--- config.mk ---
export PLATFORM = sky130hd
export DESIGN_NAME = i2c_cfg_seq
export DESIGN_NICKNAME = d
export VERILOG_FILES = /design/src/rtl/i2c_cfg_seq.sv
export SDC_FILE = /design/constraint.sdc
export NUM_CORES = 1
export LEC_CHECK = 0
export CAP_MARGIN = 20
export CORE_ASPECT_RATIO = 0.7
export CORE_MARGIN = 5
export CORE_UTILIZATION = 50
export CTS_CLUSTER_DIAMETER = 80
export DETAILED_ROUTE_END_ITERATION = 12
export PLACE_DENSITY = 0.8
export SLEW_MARGIN = 0
export SYNTH_ARGS = -nofsm -noshare
export SYNTH_HDL_FRONTEND = slang
export SYNTH_SLANG_ARGS = --single-unit
--- constraint.sdc ---
create_clock -name clk -period 4.4 [get_ports clk]
set_input_delay 0.88 -clock clk [delete_from_list [all_inputs] [get_ports clk]]
set_output_delay 0.88 -clock clk [all_outputs]
set_load 0.005 [all_outputs]
--- src/rtl/i2c_cfg_seq.sv ---
// rtl/i2c_cfg_seq.sv - walks the I2C config ROM and replays each entry as a bus write or timed wait
// Define I2C_CFG_RETRY_EN to re-issue a NACKed write up to three times before flagging an error.
module i2c_cfg_seq #(
  parameter int LINES    = 16,
  parameter int DW       = 32,
  parameter int QTR_DIV  = 250,
  parameter int DLY_UNIT = 100000,
  localparam int AW      = (LINES > 1) ? $clog2(LINES) : 1
) (
  input  logic          clk,
  input  logic          rst_n,
  input  logic          start_i,
  output logic [AW-1:0] rom_addr_o,
  input  logic [DW-1:0] rom_data_i,
  output logic          scl_low_o,
  output logic          sda_low_o,
  input  logic          sda_i,
  output logic          busy_o,
  output logic          done_o,
  output logic          err_o
);

  localparam int DIVW = (QTR_DIV > 1) ? $clog2(QTR_DIV) : 1;

  typedef enum logic [3:0] {
    IDLE, FETCH, FWAIT, DECODE, START, BIT, ACK, STOP, DELAY, DONE, ERR, RWAIT
  } state_t;

  state_t          state_q, state_d;
  logic [AW-1:0]   addr_q, addr_d;
  logic [DIVW-1:0] div_q, div_d;
  logic [1:0]      qtr_q, qtr_d;
  logic [2:0]      bitcnt_q, bitcnt_d;
  logic [1:0]      byte_q, byte_d;
  logic            nack_q, nack_d;
  logic [31:0]     entry_q, entry_d;
  logic [31:0]     dly_q, dly_d;
  logic            busy_q, busy_d;
  logic            done_q, done_d;
  logic            err_q, err_d;
  logic            scl_q, scl_d;
  logic            sda_q, sda_d;
`ifdef I2C_CFG_RETRY_EN
  logic [1:0]      retry_q, retry_d;
`endif

  logic       tick;
  logic       go_next;
  logic       begin_xfer;
  logic [7:0] cur_byte;
  logic       cur_bit;

  // Line drive per state/quarter, returned as {scl_low, sda_low}.
  function automatic logic [1:0] bus_drive(input state_t st, input logic [1:0] q, input logic bitv);
    logic [1:0] d;
    d = 2'b00;
    case (st)
      START:   d = (q == 2'd0) ? 2'b00 : (q == 2'd1) ? 2'b01 : 2'b11;
      BIT:     d = {(q == 2'd0) || (q == 2'd3), ~bitv};
      ACK:     d = {(q == 2'd0) || (q == 2'd3), 1'b0};
      STOP:    d = (q == 2'd0) ? 2'b11 : (q == 2'd1) ? 2'b01 : 2'b00;
      default: d = 2'b00;
    endcase
    return d;
  endfunction

  always_comb begin
    state_d    = state_q;
    addr_d     = addr_q;
    div_d      = div_q;
    qtr_d      = qtr_q;
    bitcnt_d   = bitcnt_q;
    byte_d     = byte_q;
    nack_d     = nack_q;
    entry_d    = entry_q;
    dly_d      = dly_q;
    done_d     = done_q;
    err_d      = err_q;
`ifdef I2C_CFG_RETRY_EN
    retry_d    = retry_q;
`endif
    go_next    = 1'b0;
    begin_xfer = 1'b0;
    cur_byte   = 8'h00;
    cur_bit    = 1'b0;
    tick       = (div_q == DIVW'(QTR_DIV - 1));

    case (state_q)
      IDLE, DONE, ERR: begin
        if (start_i) begin
          state_d = FETCH;
          addr_d  = '0;
          done_d  = 1'b0;
          err_d   = 1'b0;
`ifdef I2C_CFG_RETRY_EN
          retry_d = 2'd0;
`endif
        end else begin
          state_d = IDLE;
        end
      end
      FETCH: state_d = FWAIT;
      FWAIT: begin
        entry_d = rom_data_i[31:0];
        state_d = DECODE;
      end
      DECODE: begin
        case (entry_q[7:0])
          8'h00: begin_xfer = 1'b1;
          8'h01: begin
            if (entry_q[15:8] == 8'd0) begin
              go_next = 1'b1;
            end else begin
              dly_d   = 32'(entry_q[15:8]) * 32'(DLY_UNIT);
              state_d = DELAY;
            end
          end
          8'hFF:   state_d = DONE;
          default: go_next = 1'b1;
        endcase
      end
      START: if (tick && qtr_q == 2'd2) state_d = BIT;
      BIT: begin
        if (tick && qtr_q == 2'd3) begin
          if (bitcnt_q == 3'd7) begin
            bitcnt_d = 3'd0;
            state_d  = ACK;
          end else begin
            bitcnt_d = bitcnt_q + 3'd1;
          end
        end
      end
      ACK: begin
        if (tick && qtr_q == 2'd2) nack_d = sda_i;
        if (tick && qtr_q == 2'd3) begin
          if (nack_q || byte_q == 2'd2) begin
            state_d = STOP;
          end else begin
            byte_d  = byte_q + 2'd1;
            state_d = BIT;
          end
        end
      end
      STOP: begin
        if (tick && qtr_q == 2'd2) begin
          if (!nack_q) begin
            go_next = 1'b1;
`ifdef I2C_CFG_RETRY_EN
          end else if (retry_q != 2'd3) begin
            retry_d = retry_q + 2'd1;
            state_d = RWAIT;
`endif
          end else begin
            state_d = ERR;
          end
        end
      end
`ifdef I2C_CFG_RETRY_EN
      RWAIT: if (tick && qtr_q == 2'd3) begin_xfer = 1'b1;
`endif
      DELAY: begin
        if (dly_q <= 32'd1) go_next = 1'b1;
        else dly_d = dly_q - 32'd1;
      end
      default: state_d = IDLE;
    endcase

    if (begin_xfer) begin
      state_d  = START;
      byte_d   = 2'd0;
      bitcnt_d = 3'd0;
      nack_d   = 1'b0;
    end

    // A table without an end marker stops at the last line instead of wrapping.
    if (go_next) begin
`ifdef I2C_CFG_RETRY_EN
      retry_d = 2'd0;
`endif
      if (addr_q == AW'(LINES - 1)) begin
        state_d = DONE;
      end else begin
        addr_d  = addr_q + 1'b1;
        state_d = FETCH;
      end
    end

    if (state_d != state_q) begin
      div_d = '0;
      qtr_d = 2'd0;
    end else if (tick) begin
      div_d = '0;
      qtr_d = qtr_q + 2'd1;
    end else begin
      div_d = div_q + 1'b1;
    end

    if (state_d == DONE) done_d = 1'b1;
    if (state_d == ERR)  err_d  = 1'b1;
    busy_d = !(state_d inside {IDLE, DONE, ERR});

    case (byte_d)
      2'd0:    cur_byte = entry_q[31:24];
      2'd1:    cur_byte = entry_q[23:16];
      default: cur_byte = entry_q[15:8];
    endcase
    cur_bit = cur_byte[3'd7 - bitcnt_d];
    // Pad drives are registered from next-state so they line up with state_q glitch-free.
    {scl_d, sda_d} = bus_drive(state_d, qtr_d, cur_bit);
  end

  always_ff @(posedge clk) begin
    if (!rst_n) begin
      state_q  <= IDLE;
      addr_q   <= '0;
      div_q    <= '0;
      qtr_q    <= 2'd0;
      bitcnt_q <= 3'd0;
      byte_q   <= 2'd0;
      nack_q   <= 1'b0;
      entry_q  <= 32'd0;
      dly_q    <= 32'd0;
      busy_q   <= 1'b0;
      done_q   <= 1'b0;
      err_q    <= 1'b0;
      scl_q    <= 1'b0;
      sda_q    <= 1'b0;
`ifdef I2C_CFG_RETRY_EN
      retry_q  <= 2'd0;
`endif
    end else begin
      state_q  <= state_d;
      addr_q   <= addr_d;
      div_q    <= div_d;
      qtr_q    <= qtr_d;
      bitcnt_q <= bitcnt_d;
      byte_q   <= byte_d;
      nack_q   <= nack_d;
      entry_q  <= entry_d;
      dly_q    <= dly_d;
      busy_q   <= busy_d;
      done_q   <= done_d;
      err_q    <= err_d;
      scl_q    <= scl_d;
      sda_q    <= sda_d;
`ifdef I2C_CFG_RETRY_EN
      retry_q  <= retry_d;
`endif
    end
  end

  assign rom_addr_o = addr_q;
  assign scl_low_o  = scl_q;
  assign sda_low_o  = sda_q;
  assign busy_o     = busy_q;
  assign done_o     = done_q;
  assign err_o      = err_q;

endmodule
==> impl_metrics.json <==
{
  "ir_worst_vdd_mv": 0.240,
  "async_flop_share_pct": 0,
  "syn2layout_area_growth_pct": 15.3,
  "synth_compound_area_share_pct": 17.1,
  "synth_top_family_by_area": "simple AND/OR/NAND/NOR gates",
  "routabilityCongestion": 0.927,
  "final.fill_count": 1107,
  "clk_pin_slew_ns": 0.07,
  "ant_nets": 0,
  "insertedDiodeCount": 0,
  "grt_pass1_vias": 5399,
  "hpwl_um": 12300,
  "synth-xor-area-share_pct": 4.57,
  "cp_slowest_cell": "dfxtp_1",
  "slew_headroom_pct": 53.7,
  "grt_pass1_wl_um": 27200,
  "cts_tree": "built",
  "finalSetupViolCount": 0,
  "synth_edf_count": 0,
  "syn-cell-area_um2": 6510,
  "worstSetupEndpointType": "flip-flop",
  "io_pins": 45,
  "synth_ff_type": "dfxtp_1",
  "total_power_mw": 3.90,
  "period_share_pct": 92.5,
  "die_h_um": 106,
  "synth_mux_area_share_pct": 1.08,
  "worst-path-max-fanout": 7,
  "syn_inst": 817,
  "routedWlPerCell_um": 16.2,
  "ys_warn_count": 0,
  "vias_per_cell": 5.85,
  "required_ns": 4.62,
  "clock-sinks": 93,
  "yosys.area_share.simple_pct": 26.3,
  "grt_max_degree": 42,
  "drt_iter0_drc": 565,
  "core_area_um2": 12600,
  "synth_area_per_cell_um2": 7.97,
  "leakagePower_nw": 3.19,
  "met1_length_um": 8430,
  "met2_length_um": 6690,
  "num_rows": 34,
  "period_needed_ns": 4.07,
  "post_cts_buffers": 0,
  "status": "completed",
  "yosysSeqAreaShare_pct": 28.6,
  "drive_gt1_share_pct": 7.67,
  "top_layer_used": "met4",
  "route.detailed.drc": 0,
  "die-area_um2": 15400,
  "nNetsFinal": 972,
  "worst_pin_slew_ns": 0.676,
  "critPathTopFamily": "adder cells",
  "dieWidth_um": 146,
  "pre_cts_slack_ns": 0.258,
  "fin_ws_ns": 0.329,
  "power_density_nw_per_um2": 519,
  "synthAdderAreaFrac_pct": 16.7,
  "grt-ovfl-total": 0,
  "tns_ns": 0,
  "rsz0062_at_grt": "false",
  "hold_class": "reg -> reg",
  "hold_violations": 0,
  "ys_ff_latch": 93,
  "drt_wl_total_um": 16600,
  "clockBufferDepth": 2,
  "drv_slew": 0,
  "placed_cell_area_um2": 7180,
  "max_freq_ghz": 0.246,
  "root_buffer": "clkbuf_16",
  "clock_skew_ns": 0.00980,
  "grt_use_total_pct": 21.2,
  "path_cells": "inv_1 > ha_1 > ha_1 > inv_1 > fa_1 > inv_1 > fa_1 > ha_1 > a21o_1 > a21o_1 > a21oi_1 > o21ai_0 > nand3_1 > and3b_1 > xor2_1 > a21oi_1",
  "drt_pass1_iterations": 5,
  "cts_made_buffers": 9,
  "path_buf_inv": 3,
  "yosys.cell_types.count": 69,
  "antenna_found_initial": 0,
  "dr_wl_met3_um": 1250,
  "max_stage_delay_ns": 0.51,
  "port_buffers": 44,
  "cp-start-kind": "flip-flop",
  "cts_htree_levels": 3,
  "crit_arrival_ns": 4.29,
  "synth_nets": 933,
  "clk_latency_ns": 0.36,
  "initial_core_util_pct": 51.7,
  "final_cell_area_um2": 7510,
  "path_class": "reg -> reg",
  "num_vias": 5987,
  "cap_viol_max_count": 0
}
## stage by stage
| stage | std cells | hold slack [ns] | util, % |
|---|---|---|---|
| 4_1_cts | 1023 | 0.458 | 59.6 |
| 3_5_place_dp | 1007 | 0.449 | 57.1 |
| 5_1_grt | 1023 | 0.477 | 59.7 |
| 3_3_place_gp | 1007 | 0.445 | 57.1 |
| 6_report | 1023 | 0.455 | 59.7 |
| 2_1_floorplan | 817 | 0.436 | - |
## worst paths after layout
path          startpoint          end  slack, ns  cells after the start
max          entry_q[14]    dly_q[22]       0.33                     16
max reg2reg  entry_q[14]    dly_q[22]       0.33                     16
min          entry_q[29]  entry_q[29]       0.46                      2
min reg2reg  entry_q[29]  entry_q[29]       0.46                      2
## synthesized netlist by cell type (9+ instances only)
master    number  area, um^2
xor2_1        17         149
clkbuf_1      36         135
ha_1          68         851
inv_1         56         210
dfxtp_1       93        1860
o22ai_1        9        56.3
o21ai_0       28         140
xnor2_1       17         149
a21oi_1       75         375
or3_1          9        56.3
nor4_1         9        56.3
nand4_1        9        56.3
nor2_1        81         304
nand2_1      102         383
nor3_1        33         165
fa_1          12         240
nand3_1       16        80.1
## state kept, by name, summed over array words and instances (netlist names)
| register | cells |
|---|---|
| nack_q | 1 |
| state_q | 4 |
| byte_q | 2 |
| busy_o | 1 |
| entry_q | 32 |
| scl_low_o | 1 |
| sda_low_o | 1 |
| dly_q | 32 |
| done_o | 1 |
| rom_addr_o | 4 |
| err_o | 1 |
| div_q | 8 |
| bitcnt_q | 3 |
| qtr_q | 2 |
## power breakdown
group          leakage (nW)  internal, mW  switching, mW
Combinational          2.29         0.780           1.20
Clock                 0.156         0.468          0.374
Sequential            0.753         0.966          0.115
## timing repair
| action | in CTS | in global routing |
|---|---|---|
| gates resized for setup | 0 | 4 |
| setup endpoints to repair | 0 | 2 |
| hold buffers | 0 | 0 |
## worst min-delay path: stages, from the launching register on
cell and delay [ns]:
dfxtp_1 0.31, nand2_1 0.05, a21oi_1 0.05
## area by class of cell
cell class / count / area [um^2] / area share, %
clock buffers: 10 / 239 / 3.18
clock inverters: 6 / 76.3 / 1.02
inverters: 56 / 210 / 2.80
multi-input cells: 630 / 4320 / 57.4
flip-flops and latches: 93 / 1860 / 24.8
well taps: 162 / 203 / 2.70
repair buffers: 66 / 606 / 8.06
## cells in the final DEF, fill, tap and decap left out, types with 7 or more instances in the layout
cell type        count
xor2_1              17
inv_1               55
ha_1                68
o22ai_1              9
o21ai_0             28
buf_4               22
nand2_1            102
nor4_1               9
dfxtp_1             91
or3_1                9
nand3_1             16
a31oi_1              7
clkbuf_16            9
nor3_1              33
clkdlybuf4s50_1     44
nand4_1              9
xnor2_1             17
and2_1               7
a21oi_1             75
mux2i_1              7
nor2_1              81
and4_1               7
fa_1                12
## metal layers
layer  track usage (%)  vias to the layer above
met5                 0                        -
met4              5.17                        0
met3              3.99                       21
met2              29.4                      205
met1              33.4                     2783
li1                  -                     2978
## logic make-up after synthesis
group | Yosys count
compound gates | 179
xor+xnor | 34
fa+ha+maj | 80
buf+inv | 94
flops | 93
mux | 7
simple gates | 330
Power figures use the tool's default switching activity.
